[src/rtl/uart_regfile_fifo.sv]
// UART register block: bus register slave, TX/RX byte FIFOs, baud divisor and W1C interrupts.
// Optional TX->RX internal loopback (CFG[5]) is built only when UART_LOOPBACK_EN is defined.
module uart_regfile_fifo #(
  parameter int unsigned       ADDR_W     = 12,
  parameter int unsigned       DATA_W     = 32,
  parameter int unsigned       FIFO_DEPTH = 8,
  parameter int unsigned       BAUD_W     = 16,
  parameter logic [BAUD_W-1:0] BAUD_RST   = BAUD_W'(868)
) (
  input  logic              clk,
  input  logic              rst,
  input  logic [ADDR_W-1:0] waddr,
  input  logic [DATA_W-1:0] wdata,
  input  logic              wr_en,
  input  logic [ADDR_W-1:0] raddr,
  input  logic              rd_en,
  output logic [DATA_W-1:0] rdata,
  output logic              wack,
  output logic              rack,
  output logic              waddrerr,
  output logic              raddrerr,
  output logic [7:0]        tx_data,
  output logic              tx_valid,
  input  logic              tx_ready,
  input  logic [7:0]        rx_data,
  input  logic              rx_valid,
  input  logic              rx_parity_err,
  output logic [1:0]        data_bit_num,
  output logic              stop_bit_num,
  output logic              parity_en,
  output logic              parity_type,
  output logic [BAUD_W-1:0] baud_div,
  output logic              irq
);

  localparam int unsigned PW = $clog2(FIFO_DEPTH);
  localparam int unsigned CW = PW + 1;
  localparam int unsigned IW = 5;
`ifdef UART_LOOPBACK_EN
  localparam int unsigned CFG_W = 6;
`else
  localparam int unsigned CFG_W = 5;
`endif

  localparam logic [ADDR_W-1:0] A_TXDATA = ADDR_W'(32'h00);
  localparam logic [ADDR_W-1:0] A_RXDATA = ADDR_W'(32'h04);
  localparam logic [ADDR_W-1:0] A_CFG    = ADDR_W'(32'h08);
  localparam logic [ADDR_W-1:0] A_BAUD   = ADDR_W'(32'h0C);
  localparam logic [ADDR_W-1:0] A_STATUS = ADDR_W'(32'h10);
  localparam logic [ADDR_W-1:0] A_ISTAT  = ADDR_W'(32'h14);
  localparam logic [ADDR_W-1:0] A_IEN    = ADDR_W'(32'h18);

  logic [7:0]        tx_mem [FIFO_DEPTH];
  logic [7:0]        rx_mem [FIFO_DEPTH];
  logic [PW-1:0]     tx_wp, tx_rp, rx_wp, rx_rp;
  logic [CW-1:0]     tx_cnt, rx_cnt, tx_cnt_nxt, rx_cnt_nxt;
  logic [CFG_W-1:0]  cfg;
  logic [BAUD_W-1:0] baud;
  logic [IW-1:0]     int_stat, int_en, int_set, int_clr, int_stat_nxt;

  logic              tx_full, rx_full, tx_push, tx_pop, tx_ovf, rx_push, rx_pop, rx_ovr;
  logic              lb_on, lb_move, rx_in_valid;
  logic [7:0]        rx_in_data;
  logic              w_txdata, w_cfg, w_baud, w_istat, w_ien, w_err;
  logic              r_rxdata, r_err;
  logic [DATA_W-1:0] rd_val;
  logic [31:0]       status;
  logic              unused_wdata;

  assign unused_wdata = ^wdata;

  assign tx_full  = (tx_cnt == CW'(FIFO_DEPTH));
  assign rx_full  = (rx_cnt == CW'(FIFO_DEPTH));
  assign tx_data  = tx_mem[tx_rp];
  assign tx_valid = (tx_cnt != '0) && !lb_on;

  assign data_bit_num = cfg[1:0];
  assign stop_bit_num = cfg[2];
  assign parity_en    = cfg[3];
  assign parity_type  = cfg[4];
  assign baud_div     = baud;
  assign irq          = |(int_stat & int_en);

`ifdef UART_LOOPBACK_EN
  // Loopback moves the TX head straight into the RX tail; never overruns
  assign lb_on       = cfg[5];
  assign lb_move     = lb_on && (tx_cnt != '0) && !rx_full;
  assign rx_in_valid = lb_on ? lb_move : rx_valid;
  assign rx_in_data  = lb_on ? tx_data : rx_data;
`else
  assign lb_on       = 1'b0;
  assign lb_move     = 1'b0;
  assign rx_in_valid = rx_valid;
  assign rx_in_data  = rx_data;
`endif

  // Write address decode
  always_comb begin
    w_txdata = 1'b0;
    w_cfg    = 1'b0;
    w_baud   = 1'b0;
    w_istat  = 1'b0;
    w_ien    = 1'b0;
    w_err    = 1'b0;
    if (wr_en) begin
      case (waddr)
        A_TXDATA: w_txdata = 1'b1;
        A_CFG:    w_cfg    = 1'b1;
        A_BAUD:   w_baud   = 1'b1;
        A_ISTAT:  w_istat  = 1'b1;
        A_IEN:    w_ien    = 1'b1;
        default:  w_err    = 1'b1;
      endcase
    end
  end

  // Read mux; an RXDATA read of an empty FIFO returns 0 without popping
  always_comb begin
    status   = {8'd0, 8'(rx_cnt), 8'(tx_cnt), 4'd0,
                rx_full, (rx_cnt == '0), tx_full, (tx_cnt == '0)};
    rd_val   = '0;
    r_rxdata = 1'b0;
    r_err    = 1'b0;
    case (raddr)
      A_TXDATA: rd_val = DATA_W'(tx_cnt);
      A_RXDATA: begin
        r_rxdata = rd_en;
        rd_val   = (rx_cnt != '0) ? DATA_W'(rx_mem[rx_rp]) : '0;
      end
      A_CFG:    rd_val = DATA_W'(cfg);
      A_BAUD:   rd_val = DATA_W'(baud);
      A_STATUS: rd_val = DATA_W'(status);
      A_ISTAT:  rd_val = DATA_W'(int_stat);
      A_IEN:    rd_val = DATA_W'(int_en);
      default:  r_err  = 1'b1;
    endcase
  end

  // FIFO push/pop; a pop in the same cycle frees the slot for a push into a full FIFO
  always_comb begin
    tx_pop     = (tx_valid && tx_ready) || lb_move;
    tx_push    = w_txdata && (!tx_full || tx_pop);
    tx_ovf     = w_txdata && !tx_push;
    rx_pop     = r_rxdata && (rx_cnt != '0);
    rx_push    = rx_in_valid && (!rx_full || rx_pop);
    rx_ovr     = rx_in_valid && !rx_push;
    tx_cnt_nxt = tx_cnt + CW'(tx_push) - CW'(tx_pop);
    rx_cnt_nxt = rx_cnt + CW'(rx_push) - CW'(rx_pop);
  end

  // Set events win over a same-cycle W1C
  always_comb begin
    int_set      = {tx_ovf, rx_parity_err, rx_ovr, (rx_cnt_nxt != '0),
                    (tx_cnt == CW'(1)) && tx_pop && !tx_push};
    int_clr      = w_istat ? wdata[IW-1:0] : '0;
    int_stat_nxt = (int_stat & ~int_clr) | int_set;
  end

  always_ff @(posedge clk) begin
    if (tx_push) tx_mem[tx_wp] <= wdata[7:0];
    if (rx_push) rx_mem[rx_wp] <= rx_in_data;
  end

  always_ff @(posedge clk) begin
    if (rst) begin
      tx_wp    <= '0;
      tx_rp    <= '0;
      rx_wp    <= '0;
      rx_rp    <= '0;
      tx_cnt   <= '0;
      rx_cnt   <= '0;
      cfg      <= '0;
      baud     <= BAUD_RST;
      int_stat <= '0;
      int_en   <= '0;
      rdata    <= '0;
      wack     <= 1'b0;
      waddrerr <= 1'b0;
      rack     <= 1'b0;
      raddrerr <= 1'b0;
    end else begin
      if (tx_push) tx_wp <= tx_wp + PW'(1);
      if (tx_pop)  tx_rp <= tx_rp + PW'(1);
      if (rx_push) rx_wp <= rx_wp + PW'(1);
      if (rx_pop)  rx_rp <= rx_rp + PW'(1);
      tx_cnt   <= tx_cnt_nxt;
      rx_cnt   <= rx_cnt_nxt;
      if (w_cfg)  cfg    <= wdata[CFG_W-1:0];
      if (w_baud) baud   <= wdata[BAUD_W-1:0];
      if (w_ien)  int_en <= wdata[IW-1:0];
      int_stat <= int_stat_nxt;
      wack     <= wr_en;
      waddrerr <= w_err;
      rack     <= rd_en;
      raddrerr <= rd_en && r_err;
      if (rd_en) rdata <= rd_val;
    end
  end

endmodule

[config.mk]
export PLATFORM = sky130hd
export DESIGN_NAME = uart_regfile_fifo
export DESIGN_NICKNAME = d
export VERILOG_FILES = /design/src/rtl/uart_regfile_fifo.sv
export SDC_FILE = /design/constraint.sdc
export NUM_CORES = 1
export LEC_CHECK = 0
export BUFFER_PORTS_ARGS = -buffer_cell sky130_fd_sc_hd__buf_2
export CAP_MARGIN = 20
export CORE_AREA = 2 2 122 124
export CTS_BUF_LIST = sky130_fd_sc_hd__clkbuf_8
export DETAILED_ROUTE_END_ITERATION = 7
export DIE_AREA = 0 0 124 126
export PLACE_DENSITY = 0.86
export SYNTH_ARGS = -nofsm -noshare
export SYNTH_HDL_FRONTEND = slang
export SYNTH_SLANG_ARGS = --single-unit
[constraint.sdc]
create_clock -name clk -period 7.25 [get_ports clk]
set_input_delay 1.0875 -clock clk [delete_from_list [all_inputs] [get_ports clk]]
set_output_delay 1.0875 -clock clk [all_outputs]
set_load 0.03 [all_outputs]
==> run summary <==
top cells by area, synth: edfxtp_1 (43%), dfxtp_1 (18%), mux4_2 (5.8%)
internal power: 2.02 mW
VDD IR-drop max: 0.164 mV
drt drc: 0
io pins: 138
global-route wire length before repair: 30300 µm
Net Switching: 0.747 mW
router iterations before antenna repair: 8
Routed WL: 19000 µm
synthesized area: 8860 µm²
Clock Skew: 18.6 ps
CTS sink count: 209
number of max-cap violations: 0
Synth cell types: 66
post_cts resized: 0
final period utilization: 46.2%
most common cell in the synthesized netlist: edfxtp_1
DRT iter0 DRCs: 588
area leader, netlist: edfxtp_1
CTS root buf: clkbuf_8
Core Area: 14300 µm²
worst-path maximum fanout: 19
RSZ-0062 raised after global routing: false
ys async rst share: 0%
Fmax achieved: 299 MHz
die area: 15600 µm²
WP data arrival: 3740 ps
Logic pwr share: 17.1%
Avg WL per Cell: 19.6 µm
pin count of the biggest net entering global routing: 81
clock power share: 33.6%
CP Launch Type: input port
CP endpoint kind: register
worst hold path class: reg -> reg
final worst slack: 3900 ps
total CTS buffers: 30
share of layout cells above drive strength 1: 28.3%
TNS Setup: 0 ps
Post-DRT Antenna Nets: 0
via/cell ratio: 5.92
initial core utilization: 61.9%
Port Buf Inserts: 109
GRT Total Usage: 24.9%
Synth top area share: 43.4%
post-cts hold buffer count: 0
H-tree depth: 1
top cells by count, synth: edfxtp_1 (128), dfxtp_1 (81), nor2_1 (62), nand2_1 (35), mux2i_1 (28)
Final Cell Area: 10100 µm²
sequential power share: 49.3%
clk buf depth: 3
vias in the first global route: 5709
synthesized area per cell: 13.7 µm²
pwr/cell area: 273 nW/µm²
WP data required: 7650 ps
Worst-path clk slew: 70 ps
worst slew pin tran: 965 ps
Layout area overhead: 14.4%
CTS tree: built
GR Overflow Total: 0
Antenna diodes: 0
Chip Height: 126 µm
DPL Wire Length: 12800 µm
Final Setup Violations: 0
fin nets: 851
Pleak: 3.93 nW
Top FF cell, synth: edfxtp_1
Post-synth EDFFs: 128
Ys Warns: 0
relative slew slack: 35.4%
Syn Inst Count: 646
post-synthesis register bit count: 209
switching part of the total: 27.0%
Final Core Density: 70.8%
Chip Width: 124 µm
Rows: 44
Placed Area: 9480 µm²
clock latency on the worst-skew pair: 550 ps
Setup Fix Bufs, Post-CTS: 0
Slew Viols, Final: 0
status: finished clean
post-synthesis sequential area ratio: 61.7%
Setup WS pre-CTS: 3450 ps
Final Hold Vio Count: 0
vias: 5756
fillers: 903
Final min period: 3350 ps
initial antenna violation count: 0
Setup CP Type: in -> reg
Final GP Congestion: 0.860
[stage by stage]
| stage | instances | hold slack, ps | total power [mW] |
|---|---|---|---|
| after CTS | 968 | 462 | 2.76 |
| after detailed placement | 912 | 447 | 1.84 |
| final | 972 | 460 | 2.77 |
| after floorplan | 657 | 450 | 1.72 |
| after global routing | 972 | 484 | 2.89 |
| after global placement | 911 | 454 | 1.82 |
[worst max-delay path, stage by stage]
cell     delay [ps]
buf_2           300
nor2b_1         360
nand3_1         230
or2_1           390
o21ai_0         230
ha_1            220
inv_1            60
fa_1            380
xor2_1          190
and4b_1         230
a21oi_1          60
[layout by cell type, fill, tap and decap left out, types with 3 or more instances in the layout]
cell,netlist,routed
a21oi_1,25,25
conb_1,1,12
dfxtp_1,81,81
edfxtp_1,128,128
nor4_1,3,3
mux4_2,23,23
o21a_1,3,3
nand3_1,26,26
a2bb2oi_1,3,3
clkinv_1,0,8
a311oi_1,5,5
buf_2,8,110
buf_4,14,12
xnor2_1,3,3
inv_1,19,24
mux2i_1,28,28
nor2_1,62,62
nor3_1,13,13
and2_1,3,3
nor2b_1,8,8
a22oi_1,5,5
ha_1,14,14
clkinv_2,0,7
o21ai_0,14,14
nor3b_1,4,4
nand4_1,3,3
xor2_1,6,6
nand2b_1,13,13
nand2_1,35,35
clkbuf_8,0,33
mux2_2,18,18
mux4_1,9,9
[state kept, by name, summed over array words and instances (netlist names), named ones only]
| name | flops |
|---|---|
| wack | 1 |
| int_stat | 5 |
| tx_cnt | 4 |
| tx_mem | 64 |
| tx_rp | 3 |
| rack | 1 |
| rdata | 20 |
| tx_wp | 3 |
| rx_mem | 64 |
| cfg | 5 |
| int_en | 5 |
| rx_rp | 3 |
| rx_wp | 3 |
| baud_div | 16 |
| raddrerr | 1 |
| rx_cnt | 4 |
| waddrerr | 1 |
[layout make-up]
cell class | instances | area (µm²) | area share [%]
clock buffer | 33 | 454 | 4.48
clock inverter | 23 | 153 | 1.51
inverter | 19 | 71.3 | 0.704
multi-input combinational | 380 | 3080 | 30.4
sequential | 209 | 5470 | 53.9
tap | 184 | 230 | 2.27
timing repair buffer | 124 | 676 | 6.67
[power groups by stage]
stage                     Sequential, mW  Clock [mW]  Combinational, mW
final                               1.36       0.930              0.473
after global routing                1.37       0.998              0.520
after CTS                           1.38       0.943              0.440
after detailed placement            1.41           0              0.437
after global placement              1.40           0              0.416
after floorplan                     1.37           0              0.355
[final timing paths]
kind	cells past startpoint	start	to	slack (ps)
hold / removal	2	rdata[4]	rdata[4]	460
setup / recovery	11	raddr[2]	int_stat[1]	3900
hold reg to reg	2	rdata[4]	rdata[4]	460
setup reg to reg	13	rx_cnt[2]	int_stat[1]	4320
[cell families after synthesis]
kind of cell             Yosys count  synth area share, %
AO/OA/AOI/OAI                     72                 5.37
multiplexers                      78                 14.0
AND/OR/NAND/NOR                  193                 11.6
buffers and inverters             68                 3.98
flip-flops                       209                 61.7
XOR/XNOR                           9                0.890
other                              1               0.0423
adder cells (fa/ha/maj)           16                 2.43
[per-layer routing]
layer / track usage (%) / share of wire [%] / routed length [µm] / vias up
li1: - / - / - / 2623
met1: 33.4 / 39 / 7440 / 2797
met2: 42.0 / 50 / 9510 / 285
met3: 4.53 / 8.4 / 1600 / 51
met4: 6.68 / 2.5 / 476 / 0
met5: 0 / 0 / 0 / -
Power figures use the tool's default switching activity.
